<file path="src/rtl/lowrisc_hwrng_pool.sv">
// Entropy pool: synchronised ring-oscillator bits are XOR-folded, health-tested and packed into words
// for a show-ahead FIFO. Define HWRNG_VN_DEBIAS_EN to add von Neumann debiasing ahead of the packer.
module lowrisc_hwrng_pool #(
    parameter int NCH       = 4,
    parameter int WIDTH     = 32,
    parameter int DEPTH     = 16,
    parameter int RCT_LIMIT = 16
) (
    input  logic                     clk_i,
    input  logic                     rst_i,
    input  logic                     en_i,
    input  logic                     clr_i,
    input  logic [NCH-1:0]           raw_i,
    input  logic                     rd_ready_i,
    output logic                     rd_valid_o,
    output logic [WIDTH-1:0]         rd_data_o,
    output logic [$clog2(DEPTH):0]   count_o,
    output logic                     full_o,
    output logic                     empty_o,
    output logic                     overflow_o,
    output logic                     health_fail_o
);

    localparam int AW  = $clog2(DEPTH);
    localparam int CW  = AW + 1;
    localparam int BCW = $clog2(WIDTH);
    localparam logic [7:0] RCT_L = 8'(RCT_LIMIT);

    typedef enum logic [1:0] {
        IDLE    = 2'd0,
        COLLECT = 2'd1,
        HALT    = 2'd2
    } state_e;

    function automatic logic fold_bits(input logic [NCH-1:0] v);
        return ^v;
    endfunction

    logic [NCH-1:0]   sync1_r, sync2_r;
    state_e           state_r, state_s;
    logic [WIDTH-1:0] word_r, word_s;
    logic [BCW-1:0]   bit_cnt_r, bit_cnt_s;
    logic [7:0]       run_cnt_r, run_cnt_s, run_prev_s, run_next_s;
    logic             last_bit_r, last_bit_s;
    logic             fold_s, accept_s, acc_bit_s, push_s, health_set_s;
`ifdef HWRNG_VN_DEBIAS_EN
    logic             pair_phase_r, pair_phase_s, pair_first_r, pair_first_s;
`endif
    logic [WIDTH-1:0] mem_r [DEPTH];
    logic [AW-1:0]    wr_ptr_r, wr_ptr_s, rd_ptr_r, rd_ptr_s;
    logic [CW-1:0]    count_r, count_s;
    logic             full_r, full_s, empty_r, empty_s;
    logic             overflow_r, overflow_s, health_r, health_s;
    logic             pop_s, push_ok_s;

    assign fold_s = fold_bits(sync2_r);

    // Repetition count on the folded stream (ahead of any debiasing); clr restarts the run.
    always_comb begin
        run_prev_s = clr_i ? 8'd0 : run_cnt_r;
        if (run_prev_s == 8'd0 || fold_s != last_bit_r) begin
            run_next_s = 8'd1;
        end else if (run_prev_s >= RCT_L) begin
            run_next_s = RCT_L;
        end else begin
            run_next_s = run_prev_s + 8'd1;
        end
    end

    // Bit acceptance: direct, or the first bit of an unequal pair when debiasing.
    always_comb begin
        accept_s  = 1'b1;
        acc_bit_s = fold_s;
`ifdef HWRNG_VN_DEBIAS_EN
        accept_s  = pair_phase_r && (fold_s != pair_first_r);
        acc_bit_s = pair_first_r;
`else
        accept_s  = 1'b1;
`endif
    end

    // Assembler FSM next-state and word packing.
    always_comb begin
        state_s      = state_r;
        word_s       = word_r;
        bit_cnt_s    = bit_cnt_r;
        run_cnt_s    = run_prev_s;
        last_bit_s   = last_bit_r;
        push_s       = 1'b0;
        health_set_s = 1'b0;
`ifdef HWRNG_VN_DEBIAS_EN
        pair_phase_s = 1'b0;
        pair_first_s = pair_first_r;
`endif
        case (state_r)
            IDLE: begin
                word_s    = {WIDTH{1'b0}};
                bit_cnt_s = {BCW{1'b0}};
                state_s   = en_i ? COLLECT : IDLE;
            end
            COLLECT: begin
                if (!en_i) begin
                    state_s   = IDLE;
                    word_s    = {WIDTH{1'b0}};
                    bit_cnt_s = {BCW{1'b0}};
                end else begin
                    run_cnt_s  = run_next_s;
                    last_bit_s = fold_s;
                    if (run_next_s >= RCT_L) begin
                        health_set_s = 1'b1;
                        state_s      = HALT;
                        word_s       = {WIDTH{1'b0}};
                        bit_cnt_s    = {BCW{1'b0}};
                    end else begin
`ifdef HWRNG_VN_DEBIAS_EN
                        pair_phase_s = ~pair_phase_r;
                        pair_first_s = fold_s;
`endif
                        if (accept_s) begin
                            word_s = {word_r[WIDTH-2:0], acc_bit_s};
                            if (bit_cnt_r == BCW'(WIDTH - 1)) begin
                                push_s    = 1'b1;
                                bit_cnt_s = {BCW{1'b0}};
                            end else begin
                                bit_cnt_s = bit_cnt_r + BCW'(1);
                            end
                        end else begin
                            word_s = word_r;
                        end
                    end
                end
            end
            HALT: begin
                word_s    = {WIDTH{1'b0}};
                bit_cnt_s = {BCW{1'b0}};
                if (clr_i) begin
                    state_s = en_i ? COLLECT : IDLE;
                end else begin
                    state_s = HALT;
                end
            end
            default: begin
                state_s   = IDLE;
                word_s    = {WIDTH{1'b0}};
                bit_cnt_s = {BCW{1'b0}};
            end
        endcase
    end

    // FIFO pointer/occupancy bookkeeping and sticky flags (a set beats clr).
    always_comb begin
        pop_s     = !empty_r && rd_ready_i;
        push_ok_s = push_s && (!full_r || pop_s);
        wr_ptr_s  = push_ok_s ? wr_ptr_r + AW'(1) : wr_ptr_r;
        rd_ptr_s  = pop_s ? rd_ptr_r + AW'(1) : rd_ptr_r;
        case ({push_ok_s, pop_s})
            2'b10:   count_s = count_r + CW'(1);
            2'b01:   count_s = count_r - CW'(1);
            default: count_s = count_r;
        endcase
        full_s     = (count_s == CW'(DEPTH));
        empty_s    = (count_s == {CW{1'b0}});
        overflow_s = (push_s && !push_ok_s) ? 1'b1 : (clr_i ? 1'b0 : overflow_r);
        health_s   = health_set_s ? 1'b1 : (clr_i ? 1'b0 : health_r);
    end

    // Control and status registers.
    always_ff @(posedge clk_i) begin
        if (rst_i) begin
            sync1_r    <= {NCH{1'b0}};
            sync2_r    <= {NCH{1'b0}};
            state_r    <= IDLE;
            word_r     <= {WIDTH{1'b0}};
            bit_cnt_r  <= {BCW{1'b0}};
            run_cnt_r  <= 8'd0;
            last_bit_r <= 1'b0;
            wr_ptr_r   <= {AW{1'b0}};
            rd_ptr_r   <= {AW{1'b0}};
            count_r    <= {CW{1'b0}};
            full_r     <= 1'b0;
            empty_r    <= 1'b1;
            overflow_r <= 1'b0;
            health_r   <= 1'b0;
`ifdef HWRNG_VN_DEBIAS_EN
            pair_phase_r <= 1'b0;
            pair_first_r <= 1'b0;
`endif
        end else begin
            sync1_r    <= raw_i;
            sync2_r    <= sync1_r;
            state_r    <= state_s;
            word_r     <= word_s;
            bit_cnt_r  <= bit_cnt_s;
            run_cnt_r  <= run_cnt_s;
            last_bit_r <= last_bit_s;
            wr_ptr_r   <= wr_ptr_s;
            rd_ptr_r   <= rd_ptr_s;
            count_r    <= count_s;
            full_r     <= full_s;
            empty_r    <= empty_s;
            overflow_r <= overflow_s;
            health_r   <= health_s;
`ifdef HWRNG_VN_DEBIAS_EN
            pair_phase_r <= pair_phase_s;
            pair_first_r <= pair_first_s;
`endif
        end
    end

    // FIFO storage; contents need no reset since pointers define validity.
    always_ff @(posedge clk_i) begin
        if (!rst_i && push_ok_s) begin
            mem_r[wr_ptr_r] <= word_s;
        end
    end

    assign rd_valid_o    = !empty_r;
    assign rd_data_o     = mem_r[rd_ptr_r];
    assign count_o       = count_r;
    assign full_o        = full_r;
    assign empty_o       = empty_r;
    assign overflow_o    = overflow_r;
    assign health_fail_o = health_r;

endmodule
</file>
<file path="config.mk">
export PLATFORM = sky130hd
export DESIGN_NAME = lowrisc_hwrng_pool
export DESIGN_NICKNAME = d
export VERILOG_FILES = /design/src/rtl/lowrisc_hwrng_pool.sv
export SDC_FILE = /design/constraint.sdc
export NUM_CORES = 1
export LEC_CHECK = 0
export ABC_AREA = 1
export BUFFER_PORTS_ARGS = -buffer_cell sky130_fd_sc_hd__buf_2
export CORE_MARGIN = 10
export CORE_UTILIZATION = 25
export DETAILED_ROUTE_END_ITERATION = 12
export GPL_TIMING_DRIVEN = 1
export PLACE_DENSITY = 0.5
export SETUP_SLACK_MARGIN = 0.2
export SLEW_MARGIN = 20
export SYNTH_ARGS = -nofsm -noshare
export SYNTH_HDL_FRONTEND = slang
export SYNTH_SLANG_ARGS = --single-unit
</file>
<file path="constraint.sdc">
create_clock -name clk_i -period 4.8 [get_ports clk_i]
set_clock_uncertainty 0.2 [all_clocks]
set_input_delay 0.48 -clock clk_i [delete_from_list [all_inputs] [get_ports clk_i]]
set_output_delay 0.48 -clock clk_i [all_outputs]
set_load 0.03 [all_outputs]
</file>
==> impl_metrics.json, run 1 <==
{
  "yosys.area.top_type": "edfxtp_1",
  "p_leak_nw": 9.03,
  "syn_area_per_cell_um2": 13.2,
  "max_freq_mhz": 272,
  "grt_pass1_wl_mm": 88.0,
  "grt_start_max_net_pins": 129,
  "finalNetCount": 1876,
  "remaining_drc_errors": 0,
  "synth_flop_cell": "edfxtp_1",
  "syn_area_um2": 23500,
  "detail_route.wl_per_cell_um": 18.3,
  "start_kind": "register",
  "numCtsBuffers": 69,
  "post-dp-hpwl_mm": 32.0,
  "wirelength_mm": 57.8,
  "die_y_um": 327,
  "ant_nets": 0,
  "cp_data_arrival_time_ps": 3000,
  "tns_ps": 0,
  "synth_edf_count": 512,
  "async_flop_share_pct": 0,
  "start_util_pct": 25.2,
  "drtPass1Iterations": 7,
  "placed_area_um2": 25500,
  "synthCells": 1785,
  "peakVddDrop_uv": 258,
  "synth_cell_types": 32,
  "place.gp.congestion": 0.742,
  "synth_top_family_by_area": "compound AO/OA/AOI/OAI gates",
  "ctsResizeCount": 0,
  "synthTopCellsByArea": "edfxtp_1 65%, dfxtp_1 6.5%, mux2i_1 5.5%, o211ai_1 4.1%, o21ai_0 3.6%",
  "powerDensity_nw_per_um2": 418,
  "synth_fa_ha_area_share_pct": 0.639,
  "tritoncts": "done",
  "tightest_slew_ps": 1130,
  "dp.cells": 3033,
  "hold_path_class": "in2reg",
  "finalNonFillerCells": 3165,
  "clk_pin_slew_ps": 50,
  "finalCriticalPeriod_ps": 3680,
  "cts.sinks": 588,
  "clockRootBuffer": "clkbuf_16",
  "area_growth_pct": 18.2,
  "ys.warnings.count": 0,
  "crit_fanout": 58,
  "cap_violations": 0,
  "final_layout_size_suffix_gt1_share_pct": 13.3,
  "setup_viol": 0,
  "grt_use_total_pct": 10.7,
  "relSlewSlack_pct": 24.4,
  "grt-ovfl-total": 0,
  "ys_seq_area_share_pct": 71.9,
  "synth.most_common_cell": "edfxtp_1",
  "clockBufferDepth": 3,
  "yosys_register_bits": 588,
  "finish.instance_area_um2": 27800,
  "die_width_um": 327,
  "syn_nets": 1806,
  "num_io_pins": 51,
  "status": "completed",
  "rows": 112,
  "via_per_inst": 4.41,
  "design.die.area_um2": 107000,
  "drtIter0Drc": 900,
  "final_hold_viol_count": 0,
  "drv_slew": 0,
  "p_total_mw": 11.6,
  "grt_pass1_vias": 14100,
  "design.core.area_um2": 93300,
  "worstPathRequired_ps": 4120,
  "synth_compound_area_share_pct": 10.8,
  "cp-end-kind": "output pin",
  "htree_levels": 3,
  "io_buffers": 50,
  "fin_util_pct": 29.8,
  "synth-xor-area-share_pct": 0.224,
  "fin_crit_sh_pct": 76.7,
  "clock_latency_ps": 600,
  "yosys.area_share.simple_pct": 5.50,
  "rsz0062_at_grt": "no",
  "muxShareOfSynthArea_pct": 5.50,
  "path_class": "reg2out",
  "vias": 13900,
  "postLayoutSetupSlackWorst_ps": 1120,
  "synth_common_cells": "512 x edfxtp_1, 210 x inv_1, 171 x o21ai_0, 143 x a21oi_1, 129 x mux2i_1",
  "synth.top_cell.area_share_pct": 65.4,
  "hold_slack_ps": 56.2,
  "grt_antenna_before_repair": 0,
  "dp_slack_ps": 1050
}
[layout make-up]
class	count	area (um^2)
fill	9458	65600
sequential	588	16900
timing repair buffer	108	798
clock buffer	95	1960
tap	1254	1570
multi-input combinational	877	5460
antenna	2	5.00
clock inverter	30	279
inverter	211	797
[registers in the layout, indices dropped and copies added, names as in the netlist, named ones only]
signal,flops
rd_ptr_r,4
empty_o,1
count_o,5
sync2_r,4
health_fail_o,1
run_cnt_r,8
last_bit_r,1
overflow_o,1
full_o,1
word_r,31
wr_ptr_r,4
mem_r,512
sync1_r,4
bit_cnt_r,5
state_r,2
[critical path: stages (launching register included)]
cell	delay [ps]
dfxtp_4	880
buf_12	310
buf_4	320
a21oi_1	100
o21ai_0	110
o21ai_0	110
o211ai_1	210
nand2_1	120
buf_2	200
[cell families after synthesis]
| family | count (synthesis) |
|---|---|
| compound gates | 444 |
| simple gates | 286 |
| mux | 129 |
| flops | 588 |
| xor+xnor | 6 |
| buf+inv | 320 |
| fa+ha+maj | 12 |
[power by group]
group | internal [mW] | switching (mW) | leakage [nW] | total (mW)
Combinational | 0.306 | 0.649 | 2.96 | 0.955
Clock | 3.08 | 2.03 | 1.11 | 5.11
Sequential | 5.49 | 0.0428 | 4.97 | 5.54
[layer usage]
metal | wire length, um | GRT usage [%] | up-vias
li1 | - | - | 6625
met1 | 26800 | 14.0 | 6976
met2 | 27200 | 17.5 | 242
met3 | 2200 | 2.03 | 103
met4 | 1570 | 3.66 | 0
met5 | 0 | 0 | -
[cell usage in the layout, fill, tap and decap left out, types with 63 or more instances in the layout]
cell,n
nor2_1,63
o211ai_1,128
nand2_1,100
o21ai_0,171
a21oi_1,143
dfxtp_1,72
inv_1,207
mux2i_1,129
clkbuf_16,72
edfxtp_1,512
[final timing paths]
path	cells past startpoint	slack, ps	start	endpoint
worst max-delay path	8	1120	register	rd_data_o[12]
worst min-delay path	3	60	rd_ready_i	register
worst max register to register	19	1410	run_cnt_r[0]	full_o
worst min register to register	2	200	sync1_r[2]	sync2_r[2]
[timing repair]
action / 4_1_cts / 5_1_grt
endpoints found under the setup margin: 0 / 0
hold buffers: 5 / 0
setup buffers: 0 / 0
endpoints found under the hold margin: 5 / 0
Power figures use the tool's default switching activity.
==> run 2, diff against run 1 <==
--- a/config.mk
+++ b/config.mk
@@ -11,7 +11,7 @@
 export CORE_UTILIZATION = 25
 export DETAILED_ROUTE_END_ITERATION = 12
 export GPL_TIMING_DRIVEN = 1
-export PLACE_DENSITY = 0.5
+export PLACE_DENSITY = 0.51
 export SETUP_SLACK_MARGIN = 0.2
 export SLEW_MARGIN = 20
 export SYNTH_ARGS = -nofsm -noshare
==> constraint.sdc (replaced) <==
create_clock -name clk_i -period 3.3 [get_ports clk_i]
set_clock_uncertainty 0.2 [all_clocks]
set_input_delay 0.33 -clock clk_i [delete_from_list [all_inputs] [get_ports clk_i]]
set_output_delay 0.33 -clock clk_i [all_outputs]
set_load 0.03 [all_outputs]
==> impl_metrics.json, run 2 (same netlist as run 1, synthesis figures left out) <==
{
  "start_util_pct": 25.2,
  "worstPathRequired_ps": 2770,
  "cp-end-kind": "output pin",
  "hold_path_class": "reg2reg",
  "fin_util_pct": 30.3,
  "rr_startpoint": "run_cnt_r[0]",
  "rr_worst_depth": 19,
  "cpLargestDelayFamily": "buffers and inverters",
  "tightest_slew_ps": 1080,
  "num_io_pins": 51,
  "grt_use_total_pct": 11.1,
  "area_growth_pct": 20.3,
  "hold_slack_ps": 201,
  "crit_fanout": 50,
  "place.gp.congestion": 0.725,
  "rsz0062_at_grt": "yes",
  "layout_common_cells": "512 x edfxtp_1, 207 x inv_1, 168 x o21ai_0",
  "critPathBufInv": 3,
  "min_from": "sync1_r[3]",
  "detail_route.wl_per_cell_um": 19.5,
  "whs_path_depth": 2,
  "start_kind": "register",
  "status": "completed",
  "post-dp-hpwl_mm": 33.2,
  "peakVddDrop_uv": 425,
  "vias": 14100,
  "relSlewSlack_pct": 27.9,
  "cp_data_arrival_time_ps": 2470,
  "internal_power_mw": 12.5,
  "die_y_um": 327,
  "largest_register_ffs": 512,
  "die_width_um": 327,
  "r2r_setup_slack_ps": 400,
  "clockBufferDepth": 3,
  "remaining_drc_errors": 0,
  "antennaDiodeCount": 0,
  "dp.cells": 3049,
  "p_leak_nw": 9.19,
  "top_register": "mem_r",
  "finalNetCount": 1900,
  "clock_latency_ps": 650,
  "comb_power_share_pct": 10.1,
  "crit_chain": "inv_8 -> buf_16 -> o21ai_0 -> o211ai_1 -> nand2_1 -> buf_4",
  "grt_pass1_vias": 14100,
  "clk_pin_slew_ps": 60,
  "grt_start_max_net_pins": 70,
  "finalNonFillerCells": 3184,
  "tritoncts": "done",
  "fin_crit_sh_pct": 90.8,
  "grt-ovfl-total": 0,
  "r2r_end": "full_o",
  "design.core.area_um2": 93300,
  "io_buffers": 50,
  "grt_pass1_wl_mm": 91.4,
  "drtPass1Iterations": 5,
  "clockRootBuffer": "clkbuf_16",
  "seq_power_share_pct": 48.6,
  "path_class": "reg2out",
  "numCtsBuffers": 59,
  "clockPowerShare_pct": 41.3,
  "final_layout_size_suffix_gt1_share_pct": 14.7,
  "design.die.area_um2": 107000,
  "via_per_inst": 4.43,
  "powerDensity_nw_per_um2": 584,
  "setup_viol": 0,
  "ant_nets": 0,
  "max_freq_mhz": 334,
  "htree_levels": 2,
  "cap_violations": 0,
  "finalCriticalPeriod_ps": 3000,
  "final_hold_viol_count": 0,
  "hold-path-endpoint": "sync2_r[3]",
  "cts.sinks": 588,
  "crit_path_top_delay_cell": "dfxtp_4",
  "rows": 112,
  "critPathMaxStageDelay_ps": 400,
  "power.switching_mw": 3.98,
  "p_total_mw": 16.5,
  "drv_slew": 0,
  "drtIter0Drc": 1114,
  "reg_top3": "mem_r x512, word_r x31, run_cnt_r x8",
  "grt_antenna_before_repair": 0,
  "wirelength_mm": 61.9,
  "layout_commonest_cell": "edfxtp_1",
  "sw_frac_of_total_pct": 24.1
}
## run 2: cell types whose count changed in the layout (fill, tap and decap cells not counted), sizes merged
cell,previous run,this run
dlygate4sd3,5,8
clkbuf,95,83
inv,215,212
diode,2,0
bufinv,4,6
clkinvlp,2,4
buf,103,126
clkinv,20,23
bufbuf,0,3
## run 2: how the worst max path moves through the flow
stage	cells after the start	slack, ps	endpoint	from
3_5_place_dp	20	120	full_o	clr_i
3_3_place_gp	20	160	full_o	clr_i
5_1_grt	7	150	rd_data_o[5]	register
2_1_floorplan	12	-180	mem_r[11][0]	clr_i
4_1_cts	7	200	rd_data_o[19]	register
6_report	6	300	rd_data_o[23]	register
## run 2: cell type report
cell class / count / area [um^2]
Clock buffer: 78 / 1610
Clock inverter: 34 / 377
Fill cell: 9435 / 65100
Inverter: 211 / 802
Multi-Input combinational cell: 877 / 5510
Sequential cell: 588 / 16900
Tap cell: 1254 / 1570
Timing Repair Buffer: 142 / 1500
## run 2: timing repair
item                                   in CTS  in global routing
cloned                                      3                  4
gates resized for setup                     9                 24
endpoints found under the hold margin      17                  0
hold buffers                                8                  0
pin swaps                                   0                  4
buffers inserted                            7                  1
setup endpoints to repair                  32                181
## run 2: power by group through the flow
stage	logic [mW]	clock network, mW	registers (mW)
CTS	1.63	6.97	8.02
detailed placement	1.48	0	8.19
floorplan	1.00	0	8.18
finish	1.67	6.80	8.02
global placement	1.47	0	8.19
global route	1.83	7.28	8.02
## run 2: per-stage QoR
| step | worst slack (ps) | TNS, ps | area, um^2 |
|---|---|---|---|
| global placement | 162 | 0 | 25800 |
| global route | 153 | 0 | 28300 |
| CTS | 201 | 0 | 28100 |
| detailed placement | 116 | 0 | 25800 |
| finish | 303 | 0 | 28300 |
| floorplan | -177 | -65710 | 23500 |
## run 2: worst min-delay path, cell delays in order, from the launching register on
cell,delay (ps)
dfxtp_1,290
inv_1,40
nor2_1,30
## run 2: routing by layer
layer | vias up | wire length (um) | track usage (%)
met4 | 0 | 1010 | 2.54
met5 | - | 0 | 0
met3 | 72 | 2180 | 1.66
met2 | 257 | 29700 | 18.6
li1 | 6645 | - | -
met1 | 7132 | 29100 | 15.1
==> run 3, diff against run 2 <==
--- a/config.mk
+++ b/config.mk
@@ -5,7 +5,6 @@
 export SDC_FILE = /design/constraint.sdc
 export NUM_CORES = 1
 export LEC_CHECK = 0
-export ABC_AREA = 1
 export BUFFER_PORTS_ARGS = -buffer_cell sky130_fd_sc_hd__buf_2
 export CORE_MARGIN = 10
 export CORE_UTILIZATION = 25
==> constraint.sdc (replaced) <==
create_clock -name clk_i -period 2.6 [get_ports clk_i]
set_clock_uncertainty 0.2 [all_clocks]
set_input_delay 0.26 -clock clk_i [delete_from_list [all_inputs] [get_ports clk_i]]
set_output_delay 0.26 -clock clk_i [all_outputs]
set_load 0.03 [all_outputs]
==> impl_metrics.json, run 3 <==
{
  "p_total_mw": 18.7,
  "crit_path_top_delay_cell": "mux4_2",
  "numCtsBuffers": 60,
  "synthCells": 1035,
  "crit_chain": "buf_12 -> clkbuf_16 -> buf_6 -> mux4_2 -> mux4_2 -> buf_6",
  "design.die.area_um2": 102000,
  "drtIter0Drc": 1008,
  "cap_violations": 0,
  "syn_area_um2": 22300,
  "clock_latency_ps": 630,
  "finalCriticalPeriod_ps": 3180,
  "top_register": "mem_r",
  "clockRootBuffer": "clkbuf_16",
  "grt_use_total_pct": 10.3,
  "finalNetCount": 1315,
  "num_io_pins": 51,
  "design.core.area_um2": 88400,
  "layout_common_cells": "512 x edfxtp_1, 160 x mux4_2, 91 x clkbuf_16",
  "antennaDiodeCount": 0,
  "postLayoutSetupSlackWorst_ps": -585,
  "place.gp.congestion": 0.714,
  "syn_area_per_cell_um2": 21.5,
  "cp_data_arrival_time_ps": 2720,
  "post-dp-hpwl_mm": 28.6,
  "cts.sinks": 588,
  "crit_fanout": 5,
  "tightest_slew_ps": 608,
  "detail_route.wl_per_cell_um": 23.3,
  "yosys_register_bits": 588,
  "reg_top3": "mem_r x512, word_r x31, run_cnt_r x8",
  "grt_antenna_before_repair": 0,
  "start_kind": "register",
  "drv_slew": 0,
  "relSlewSlack_pct": 59.1,
  "fin_crit_sh_pct": 122,
  "start_util_pct": 25.2,
  "area_growth_pct": 32.4,
  "final_hold_viol_count": 0,
  "hold_path_class": "in2reg",
  "io_buffers": 50,
  "ys.warnings.count": 0,
  "die_width_um": 319,
  "powerDensity_nw_per_um2": 634,
  "rsz0062_at_grt": "yes",
  "rows": 109,
  "synth_common_cells": "512 x edfxtp_1, 160 x mux4_2, 76 x dfxtp_1, 63 x and2_1, 32 x clkbuf_1",
  "grt-ovfl-total": 0,
  "htree_levels": 2,
  "p_leak_nw": 10.5,
  "vias": 11100,
  "grt_pass1_vias": 11400,
  "hold_slack_ps": 42.2,
  "critPathMaxStageDelay_ps": 590,
  "clockBufferDepth": 3,
  "path_class": "reg2out",
  "wirelength_mm": 58.6,
  "peakVddDrop_uv": 640,
  "grt_start_max_net_pins": 57,
  "max_freq_mhz": 314,
  "yosys.area.top_type": "edfxtp_1",
  "syn_nets": 1056,
  "status": "finished with violations",
  "via_per_inst": 4.41,
  "worstPathRequired_ps": 2140,
  "largest_register_ffs": 512,
  "drtPass1Iterations": 4,
  "ys_seq_area_share_pct": 75.8,
  "synth.most_common_cell": "edfxtp_1",
  "synth_cell_types": 49,
  "setup_viol": 37,
  "dp_slack_ps": -510,
  "synth_flop_cell": "edfxtp_1",
  "synth.top_cell.area_share_pct": 69.0,
  "num-fill-cells": 8338,
  "final_layout_size_suffix_gt1_share_pct": 42.7,
  "grt_pass1_wl_mm": 78.3,
  "die_y_um": 319,
  "synthTopCellsByArea": "edfxtp_1 69%, mux4_2 16%, dfxtp_1 6.8%, and2_1 1.8%, ha_1 0.67%",
  "remaining_drc_errors": 0,
  "synth_edf_count": 512,
  "violations": "negative setup slack",
  "layout_commonest_cell": "edfxtp_1",
  "cp-end-kind": "output pin",
  "async_flop_share_pct": 0,
  "tritoncts": "done",
  "ant_nets": 0,
  "clk_pin_slew_ps": 70
}
## run 3: cell families after synthesis
logic type	synth area share, %
flops	75.8
mux	16.3
simple gates	4.17
buf+inv	1.30
compound gates	0.920
xor+xnor	0.808
fa+ha+maj	0.673
## run 3: stage by stage
step | utilization, % | area (um^2) | std cells | setup TNS (ps)
global route | 33.4 | 29500 | 2510 | -20600
finish | 33.4 | 29500 | 2510 | -17340
global placement | 28.5 | 25200 | 2294 | -1630
detailed placement | 28.5 | 25200 | 2294 | -1750
floorplan | - | 22400 | 1035 | -2360
CTS | 32.0 | 28200 | 2453 | -18490
## run 3: layout make-up
type,count,area (um^2),area share [%]
multi-input cells,382,5360,18.2
inverters,11,41.3,0.140
well taps,1165,1460,4.94
clock inverters,33,318,1.08
repair buffers,251,3800,12.9
flip-flops and latches,588,16900,57.3
clock buffers,80,1630,5.51
## run 3: per-layer routing
metal	vias up	GRT usage [%]	share of wire, %
met5	-	0	0
met2	296	17.5	51
met4	0	2.45	1.8
li1	4790	-	-
met3	67	1.98	5.4
met1	5926	13.2	42
## run 3: what timing repair did
action,4_1_cts,5_1_grt
hold buffers,10,0
pin swaps,18,17
gates cloned,13,40
resized for setup,131,70
endpoints found under the setup margin,793,844
setup buffers,23,17
endpoints found under the hold margin,19,0
## run 3: worst max-delay path: cells and delay by family (launching register included)
kind,cells,cell delay [ps]
buffers and inverters,4,600
DFF,1,430
muxes,2,1080
## run 3: power by group
group,switching [mW],internal [mW]
sequential,0.00530,10.1
clock,3.62,4.82
combinational,0.0786,0.0730
total,3.70,15.0
## run 3: worst paths after layout
| check | from | end | slack, ps | depth (start not counted) |
|---|---|---|---|---|
| hold / removal | clr_i | run_cnt_r[2] | 40 | 6 |
| hold reg to reg | word_r[6] | word_r[7] | 220 | 1 |
| setup reg to reg | bit_cnt_r[1] | empty_o | -470 | 14 |
| setup / recovery | register | rd_data_o[30] | -580 | 6 |
